==> config.mk <==
export PLATFORM = sky130hd
export DESIGN_NAME = painterengine_gpu_reader_arbiter
export DESIGN_NICKNAME = d
export VERILOG_FILES = /design/src/rtl/painterengine_gpu_reader_arbiter.sv
export SDC_FILE = /design/constraint.sdc
export NUM_CORES = 1
export LEC_CHECK = 0
export ABC_CLOCK_PERIOD_IN_PS = 6300
export BUFFER_PORTS_ARGS = -buffer_cell sky130_fd_sc_hd__buf_2
export CAP_MARGIN = 30
export CORE_AREA = 2 2 130 132
export CTS_BUF_LIST = sky130_fd_sc_hd__clkbuf_2
export DETAILED_ROUTE_END_ITERATION = 8
export DIE_AREA = 0 0 132 134
export GPL_TIMING_DRIVEN = 0
export PLACE_DENSITY_LB_ADDON = 0.1
export SETUP_SLACK_MARGIN = 0.2
export SLEW_MARGIN = 25
export SYNTH_ARGS = -nofsm -noshare
export SYNTH_HDL_FRONTEND = slang
export SYNTH_SLANG_ARGS = --single-unit
==> constraint.sdc <==
create_clock -name i_wire_clock -period 6.3 [get_ports i_wire_clock]
set_clock_uncertainty 0.05 [all_clocks]
set_input_delay 0.315 -clock i_wire_clock [delete_from_list [all_inputs] [get_ports i_wire_clock]]
set_output_delay 0.315 -clock i_wire_clock [all_outputs]
set_load 0.05 [all_outputs]
==> src/rtl/painterengine_gpu_reader_arbiter.sv <==
// painterengine_gpu_reader_arbiter
// Shares one GPU DMA reader between two requesters (ch0 = display streamer,
// ch1 = blitter/texture fetch). Whole transfers are granted, never split.
// A no-progress watchdog fails a stalled read so the display cannot starve.
//
// Ports
//   i_wire_clock / i_wire_resetn        clock, async active-low reset
//   i_wire_chN_address/_length/_resetn  requester start address, word count, request/hold
//   o_wire_chN_done/_error              completion flags, held until chN_resetn drops
//   o_wire_chN_data/_data_valid         reader data (broadcast) / beat for granted channel
//   i_wire_chN_data_next                requester can take a beat
//   o_wire_reader_*                     address/length/resetn/data_next to the DMA reader
//   i_wire_reader_*                     done/error/data/data_valid from the DMA reader
//   o_wire_state                        {16'd0, timeout_count, 3'd0, grant, 1'b0, state}
module painterengine_gpu_reader_arbiter #(
    parameter int PARAM_CH0_PRIORITY = 1,
    parameter int PARAM_TIMEOUT      = 4096
) (
    input  logic        i_wire_clock,
    input  logic        i_wire_resetn,
    input  logic [31:0] i_wire_ch0_address,
    input  logic [31:0] i_wire_ch0_length,
    input  logic        i_wire_ch0_resetn,
    output logic        o_wire_ch0_done,
    output logic        o_wire_ch0_error,
    output logic [31:0] o_wire_ch0_data,
    output logic        o_wire_ch0_data_valid,
    input  logic        i_wire_ch0_data_next,
    input  logic [31:0] i_wire_ch1_address,
    input  logic [31:0] i_wire_ch1_length,
    input  logic        i_wire_ch1_resetn,
    output logic        o_wire_ch1_done,
    output logic        o_wire_ch1_error,
    output logic [31:0] o_wire_ch1_data,
    output logic        o_wire_ch1_data_valid,
    input  logic        i_wire_ch1_data_next,
    output logic [31:0] o_wire_reader_address,
    output logic [31:0] o_wire_reader_length,
    output logic        o_wire_reader_resetn,
    input  logic        i_wire_reader_done,
    input  logic        i_wire_reader_error,
    input  logic [31:0] i_wire_reader_data,
    input  logic        i_wire_reader_data_valid,
    output logic        o_wire_reader_data_next,
    output logic [31:0] o_wire_state
);

    typedef enum logic [2:0] {
        S_IDLE    = 3'd0,
        S_ARM     = 3'd1,
        S_BUSY    = 3'd2,
        S_ZERO    = 3'd3,
        S_RELEASE = 3'd4
    } state_t;

    // Watchdog fires on the PARAM_TIMEOUT-th consecutive beat-less BUSY cycle.
    localparam logic [15:0] WD_LAST = 16'(PARAM_TIMEOUT - 1);

    state_t      state_q, state_d;
    logic        grant_q, grant_d;
    logic        rr_q, rr_d;          // channel preferred on the next contended grant
    logic [31:0] addr_q, addr_d;
    logic [31:0] len_q, len_d;
    logic [15:0] wd_q, wd_d;
    logic [7:0]  tcnt_q, tcnt_d;
    logic [1:0]  done_q, done_d;
    logic [1:0]  err_q, err_d;

    logic [1:0]  req;
    logic        win;
    logic        g_req;
    logic        busy;

    assign req   = {i_wire_ch1_resetn, i_wire_ch0_resetn};
    assign g_req = grant_q ? i_wire_ch1_resetn : i_wire_ch0_resetn;
    assign busy  = (state_q == S_BUSY);

    always_comb begin
        win = 1'b0;
        if (req == 2'b10)
            win = 1'b1;
        else if (req == 2'b11)
            win = (PARAM_CH0_PRIORITY != 0) ? 1'b0 : rr_q;
    end

    always_comb begin
        state_d = state_q;
        grant_d = grant_q;
        rr_d    = rr_q;
        addr_d  = addr_q;
        len_d   = len_q;
        wd_d    = wd_q;
        tcnt_d  = tcnt_q;
        done_d  = done_q;
        err_d   = err_q;
        case (state_q)
            S_IDLE: begin
                if (|req) begin
                    grant_d = win;
                    rr_d    = ~win;
                    addr_d  = win ? i_wire_ch1_address : i_wire_ch0_address;
                    len_d   = win ? i_wire_ch1_length  : i_wire_ch0_length;
                    state_d = (len_d == 32'd0) ? S_ZERO : S_ARM;
                end
            end
            S_ARM: begin
                wd_d    = '0;
                state_d = S_BUSY;
            end
            S_BUSY: begin
                // Abort beats everything: a released requester gets no flags.
                if (!g_req) begin
                    state_d = S_RELEASE;
                end else if (i_wire_reader_error) begin
                    err_d[grant_q] = 1'b1;
                    state_d        = S_RELEASE;
                end else if (i_wire_reader_done) begin
                    done_d[grant_q] = 1'b1;
                    state_d         = S_RELEASE;
                end else if (i_wire_reader_data_valid) begin
                    wd_d = '0;
                end else if (wd_q == WD_LAST) begin
                    err_d[grant_q] = 1'b1;
                    if (tcnt_q != 8'hff)
                        tcnt_d = tcnt_q + 8'd1;
                    state_d = S_RELEASE;
                end else begin
                    wd_d = wd_q + 16'd1;
                end
            end
            S_ZERO: begin
                done_d[grant_q] = 1'b1;
                state_d         = S_RELEASE;
            end
            S_RELEASE: begin
                if (!g_req) begin
                    done_d  = '0;
                    err_d   = '0;
                    grant_d = 1'b0;
                    state_d = S_IDLE;
                end
            end
            default: state_d = S_IDLE;
        endcase
    end

    always_ff @(posedge i_wire_clock or negedge i_wire_resetn) begin
        if (!i_wire_resetn) begin
            state_q <= S_IDLE;
            grant_q <= 1'b0;
            rr_q    <= 1'b0;
            addr_q  <= '0;
            len_q   <= '0;
            wd_q    <= '0;
            tcnt_q  <= '0;
            done_q  <= '0;
            err_q   <= '0;
        end else begin
            state_q <= state_d;
            grant_q <= grant_d;
            rr_q    <= rr_d;
            addr_q  <= addr_d;
            len_q   <= len_d;
            wd_q    <= wd_d;
            tcnt_q  <= tcnt_d;
            done_q  <= done_d;
            err_q   <= err_d;
        end
    end

    // Reader is held in reset everywhere except BUSY, so ARM gives a
    // guaranteed one-cycle restart pulse.
    assign o_wire_reader_resetn    = busy;
    assign o_wire_reader_address   = addr_q;
    assign o_wire_reader_length    = len_q;
    assign o_wire_reader_data_next = busy & (grant_q ? i_wire_ch1_data_next : i_wire_ch0_data_next);

    assign o_wire_ch0_data       = busy ? i_wire_reader_data : 32'd0;
    assign o_wire_ch1_data       = busy ? i_wire_reader_data : 32'd0;
    assign o_wire_ch0_data_valid = busy & ~grant_q & i_wire_reader_data_valid;
    assign o_wire_ch1_data_valid = busy &  grant_q & i_wire_reader_data_valid;
    assign o_wire_ch0_done       = done_q[0];
    assign o_wire_ch1_done       = done_q[1];
    assign o_wire_ch0_error      = err_q[0];
    assign o_wire_ch1_error      = err_q[1];

    assign o_wire_state = {16'd0, tcnt_q, 3'd0, grant_q, 1'b0, state_q};

endmodule

## Word-level counts from Yosys, hierarchy flattened

Index checks and enable logic that the tools add are counted.

| word-level totals | value |
|---|---|
| register bits | 96 |
| output and inout port bits | 168 |
| bits of input ports | 169 |
| word-level logic and storage cells | 94 |

| cells by class | value |
|---|---|
| eq/ne operators | 19 |
| order comparisons | 2 |
| $add $sub $neg | 2 |
| muxes and demuxes | 37 |
| reductions and logical operators | 15 |
| bitwise logic cells | 11 |

Operators by type and width:

| operator | number |
|---|---|
| $mux 32 | 3 |
| $mux 16 | 5 |
| $logic_not 32->1 | 1 |
| $pmux 16 s2 | 1 |
| $mux 3 | 7 |
| $mux 2 | 10 |
| $add 16x1->16 const B | 1 |
| $eq 16x12->1 const B | 1 |
| $pmux 3 s5 | 1 |
| $ne 2x2->1 const B | 6 |
| $reduce_and 5->1 | 2 |
| $ne 3x3->1 const B | 3 |
| $add 8x1->8 const B | 1 |
| $ne 8x8->1 const B | 1 |
| $reduce_and 7->1 | 1 |
| $eq 3x2->1 const B | 2 |
| $mux 1 | 6 |
| $pmux 2 s3 | 1 |
| $reduce_and 6->1 | 1 |
| $reduce_bool 2->1 | 3 |
| $and 1x1->1 | 5 |
| $ne 5x4->1 const B | 1 |
| $ne 5x5->1 const B | 1 |
| $not 1->1 | 4 |
| other kinds (17) | 18 |

## Longest topological paths before layout

| logic depth | value |
|---|---|
| depth in word-level cells | 11 |
| depth in mapped cells | 9 |
| depth with buffers taken out | 7 |

## Worst setup path after synthesis

Ideal clock, no wire load.

| path | value |
|---|---|
| path kind | flip-flop to output port |
| start point | register state_q[2] |
| end point | output port o_wire_ch1_data[22] |
| buffers on the path | 3 |
| slack | 3.257 ns |
| arrival time | 2.678 ns |
| data required time | 5.935 ns |
| cell stages (with the launch flop) | 8 |
| cell sequence | dfrtp_1 > nor2_1 > nand2_1 > inv_1 > clkbuf_1 > clkbuf_1 > and2_1 > buf_4 |

| between the ends | value |
|---|---|
| longest elaborated chain between the ends | 2 |

Ends and longest elaborated chain:

| item | RTL line | text |
|---|---|---|
| start, declared | 59 | `state_t state_q, state_d;` |
| start signal, assigned | 159 | `state_q <= state_d;` |
| $eq 3x2->1 | 76 | `assign busy = (state_q == S_BUSY);` |
| net o_wire_reader_resetn | 39 | `output logic o_wire_reader_resetn,` |
| $mux 32 | n/a |  |
| end, declared | 34 | `output logic [31:0] o_wire_ch1_data,` |

The timed path passes the listed nets, and every way through them passes these cells.

## Worst setup path in the final report

| path | value |
|---|---|
| start point | register state_q[2] |
| end point | output port o_wire_ch1_data[5] |

| between the ends | value |
|---|---|
| longest elaborated chain between the ends | 2 |

Ends and longest elaborated chain:

| item | RTL line | text |
|---|---|---|
| $eq 3x2->1 | 76 |  |
| $mux 32 | 179 | `assign o_wire_ch1_data = busy ? i_wire_reader_data : 32'd0;` |

Every way passes these cells.

==> results.json <==
{
  "synth_compound_area_share_pct": 12.4,
  "dp_cells": 1138,
  "tritoncts": "built",
  "crit_start": "state_q[2]",
  "min_period_over_period_pct": 50.7,
  "synthCells": 582,
  "fmax_mhz": 313,
  "start_util_pct": 33.0,
  "synth_most_common_cell": "dfrtp_1",
  "cts_buffers": 9,
  "end_kind": "primary output",
  "synth-simple-area-share_pct": 18.2,
  "rsz0062_at_grt": "false",
  "htreeDepth": 3,
  "worstSkewPairLatency_ns": 0.61,
  "grt_use_total_pct": 21.5,
  "hold_viol": 0,
  "fp.dieH_microns": 134,
  "cts.sinks": 96,
  "dp_hpwl_mm": 14.4,
  "antenna_found_initial": 1,
  "avgSynthCellArea_sq_um": 9.24,
  "fillerInstances": 1567,
  "postRouteAntennaNets": 0,
  "synth_top_area_share_pct": 44.7,
  "status": "completed",
  "maxCapViolCount": 0,
  "p_leak_nw": 4.39,
  "rows": 47,
  "synth_top_family_by_area": "simple AND/OR/NAND/NOR gates",
  "total_power_mw": 3.63,
  "drv_slew": 0,
  "vias_per_cell": 4.66,
  "synth_top_area_cell": "dfrtp_1",
  "gp_congestion": 0.790,
  "synthTopCellsByArea": "dfrtp_1 45%, mux2i_1 12%, buf_4 7.4%",
  "grt_max_degree": 60,
  "finalSetupTns_ns": 0,
  "die_area_sq_mm": 0.0177,
  "hold_class": "primary input to register",
  "first_pass_iters": 5,
  "setup_viol": 0,
  "criticalPathCategory": "register to primary output",
  "start_kind": "register",
  "critPathRequiredTime_ns": 5.93,
  "synth_warnings": 0,
  "relSlewSlack_pct": 44.7,
  "vdd_ir_drop_max_mv": 0.274,
  "async_reset_ff_share_pct": 100,
  "min_from": "i_wire_ch1_resetn",
  "synth_common_cells": "96 x dfrtp_1, 82 x nor2_1, 73 x a21oi_1",
  "route.detailed.drc": 0,
  "synthMuxAreaShare_pct": 12.9,
  "routedWlPerCell_microns": 15.0,
  "syn_area_sq_mm": 0.00538,
  "synth_ff_type": "dfrtp_1",
  "ioPinCount": 337,
  "r2r_slack_ns": 3.42,
  "yosysSeqAreaShare_pct": 44.7,
  "drt_first_iter_violations": 208,
  "ys_ff_latch": 96,
  "port_buffers": 316,
  "finalNonFillerCells": 1290,
  "crit_path_max_fanout": 10,
  "rr_startpoint": "wd_q[12]",
  "finalNetCount": 1235,
  "power_density_mw_per_mm2": 410,
  "timing.rr.end": "err_q[0]",
  "reg2regPathDepth": 8,
  "clkTransAtPathRegs_ns": 0.25,
  "vias": 6011,
  "hold_end": "err_q[1]",
  "post-route-util_pct": 54.3,
  "grt_pass1_wl_mm": 30.2,
  "die_w_microns": 132,
  "hold-worst-slack_ns": 0.0631,
  "drive_above_1_share_pct": 36.7,
  "min_period_ns": 3.19,
  "area_delta_synth_final_pct": 64.6,
  "synth-edff-count": 0,
  "clk_path_buf_depth": 2,
  "cts-root-buf": "clkbuf_2",
  "grt_pass1_vias": 5987,
  "coreArea_sq_mm": 0.0163,
  "worst_slew_pin_slew_ns": 0.829,
  "overflow": 0,
  "worstPathArrival_ns": 2.83,
  "synth_xor_area_share_pct": 1.14,
  "synth-adder-area-share_pct": 0.465,
  "ys_types": 43,
  "wirelength_mm": 19.4,
  "hold_depth": 5
}
-- logic make-up (layout without fill, tap and decap cells) --
group | after synthesis | in the layout
other | 1 | 21
adder cells (fa/ha/maj) | 2 | 2
flip-flops | 96 | 96
multiplexers | 69 | 69
AO/OA/AOI/OAI | 122 | 122
XOR/XNOR | 7 | 7
buffers and inverters | 90 | 558
AND/OR/NAND/NOR | 195 | 195
-- metrics by stage --
stage	cell area (sq um)	setup WS, ns
2_1_floorplan	5450	3.26
3_3_place_gp	7300	3.51
3_5_place_dp	7340	3.51
4_1_cts	8850	2.98
5_1_grt	8850	2.82
6_report	8850	3.11
-- where the power goes --
group	internal, mW	total, mW	switching, mW
Sequential	0.841	0.968	0.127
Clock	0.171	0.392	0.220
Combinational	0.579	2.27	1.69
-- routing by layer --
metal | global-route usage [%] | routed length (microns) | share of wire, % | up-vias
met4 | 8.15 | 453 | 2.3 | 0
met5 | 0 | 0 | 0 | -
met2 | 39.3 | 9950 | 51 | 231
met1 | 24.8 | 7790 | 40 | 2810
li1 | - | - | - | 2945
met3 | 4.31 | 1180 | 6.1 | 25
-- registers in the layout, summed over array words and instances, names as in the netlist --
signal                 count
o_wire_reader_address     32
o_wire_reader_length      32
wd_q                      16
tcnt_q                     8
state_q                    3
done_q                     2
err_q                      2
grant_q                    1
-- layout by cell type (no fill, tap or decap), types with 2 or more instances in the layout --
| cell | Yosys | routed |
|---|---|---|
| a21oi_1 | 73 | 73 |
| a31oi_1 | 3 | 3 |
| a41oi_1 | 3 | 3 |
| and2_1 | 33 | 33 |
| and3_1 | 5 | 5 |
| buf_1 | 5 | 5 |
| buf_2 | 1 | 316 |
| buf_4 | 53 | 53 |
| buf_6 | 1 | 2 |
| bufinv_16 | 0 | 3 |
| clkbuf_1 | 26 | 26 |
| clkbuf_2 | 0 | 10 |
| conb_1 | 1 | 20 |
| dfrtp_1 | 96 | 96 |
| dlygate4sd3_1 | 0 | 135 |
| ha_1 | 2 | 2 |
| inv_1 | 4 | 4 |
| mux2_2 | 2 | 2 |
| mux2i_1 | 67 | 67 |
| nand2_1 | 17 | 17 |
| nand3_1 | 14 | 14 |
| nand4_1 | 15 | 15 |
| nor2_1 | 82 | 82 |
| nor2b_1 | 2 | 2 |
| nor3_1 | 2 | 2 |
| nor4_1 | 17 | 17 |
| o21ai_0 | 29 | 29 |
| o31ai_1 | 6 | 6 |
| xnor2_1 | 6 | 6 |
-- worst max-delay path by stage --
stage                                   end  slack (ns)  depth (start not counted)
global route            o_wire_ch1_data[22]        2.82                          8
finish                   o_wire_ch1_data[5]        3.11                          8
floorplan               o_wire_ch1_data[22]        3.26                          7
detailed placement  o_wire_reader_length[5]        3.51                          7
CTS                      o_wire_ch1_data[5]        2.98                          8
global placement    o_wire_reader_length[5]        3.51                          7
-- critical path: stages, from the launching register on --
cell	delay, ns
dfrtp_1	0.52
nor2_1	0.15
nand2_1	0.16
inv_1	0.11
clkbuf_1	0.38
clkbuf_1	0.33
and2_1	0.21
buf_4	0.11
buf_2	0.25
-- area by class of cell --
type,instances,area (sq um),share of cell area (%)
clock inverters,6,108,1.22
well taps,220,275,3.11
diodes,1,2.50,0.0283
inverters,4,15.0,0.170
repair buffers,452,2970,33.5
multi-input cells,415,2500,28.2
clock buffers,10,50.0,0.566
plain buffers,86,531,5.99
flip-flops and latches,96,2400,27.1
-- timing repair --
item,CTS,global route
resized for setup,0,0
hold buffers,135,0
buffers inserted,0,0
endpoints found under the hold margin,168,0
Note: power is estimated with default switching activity, not from simulation.
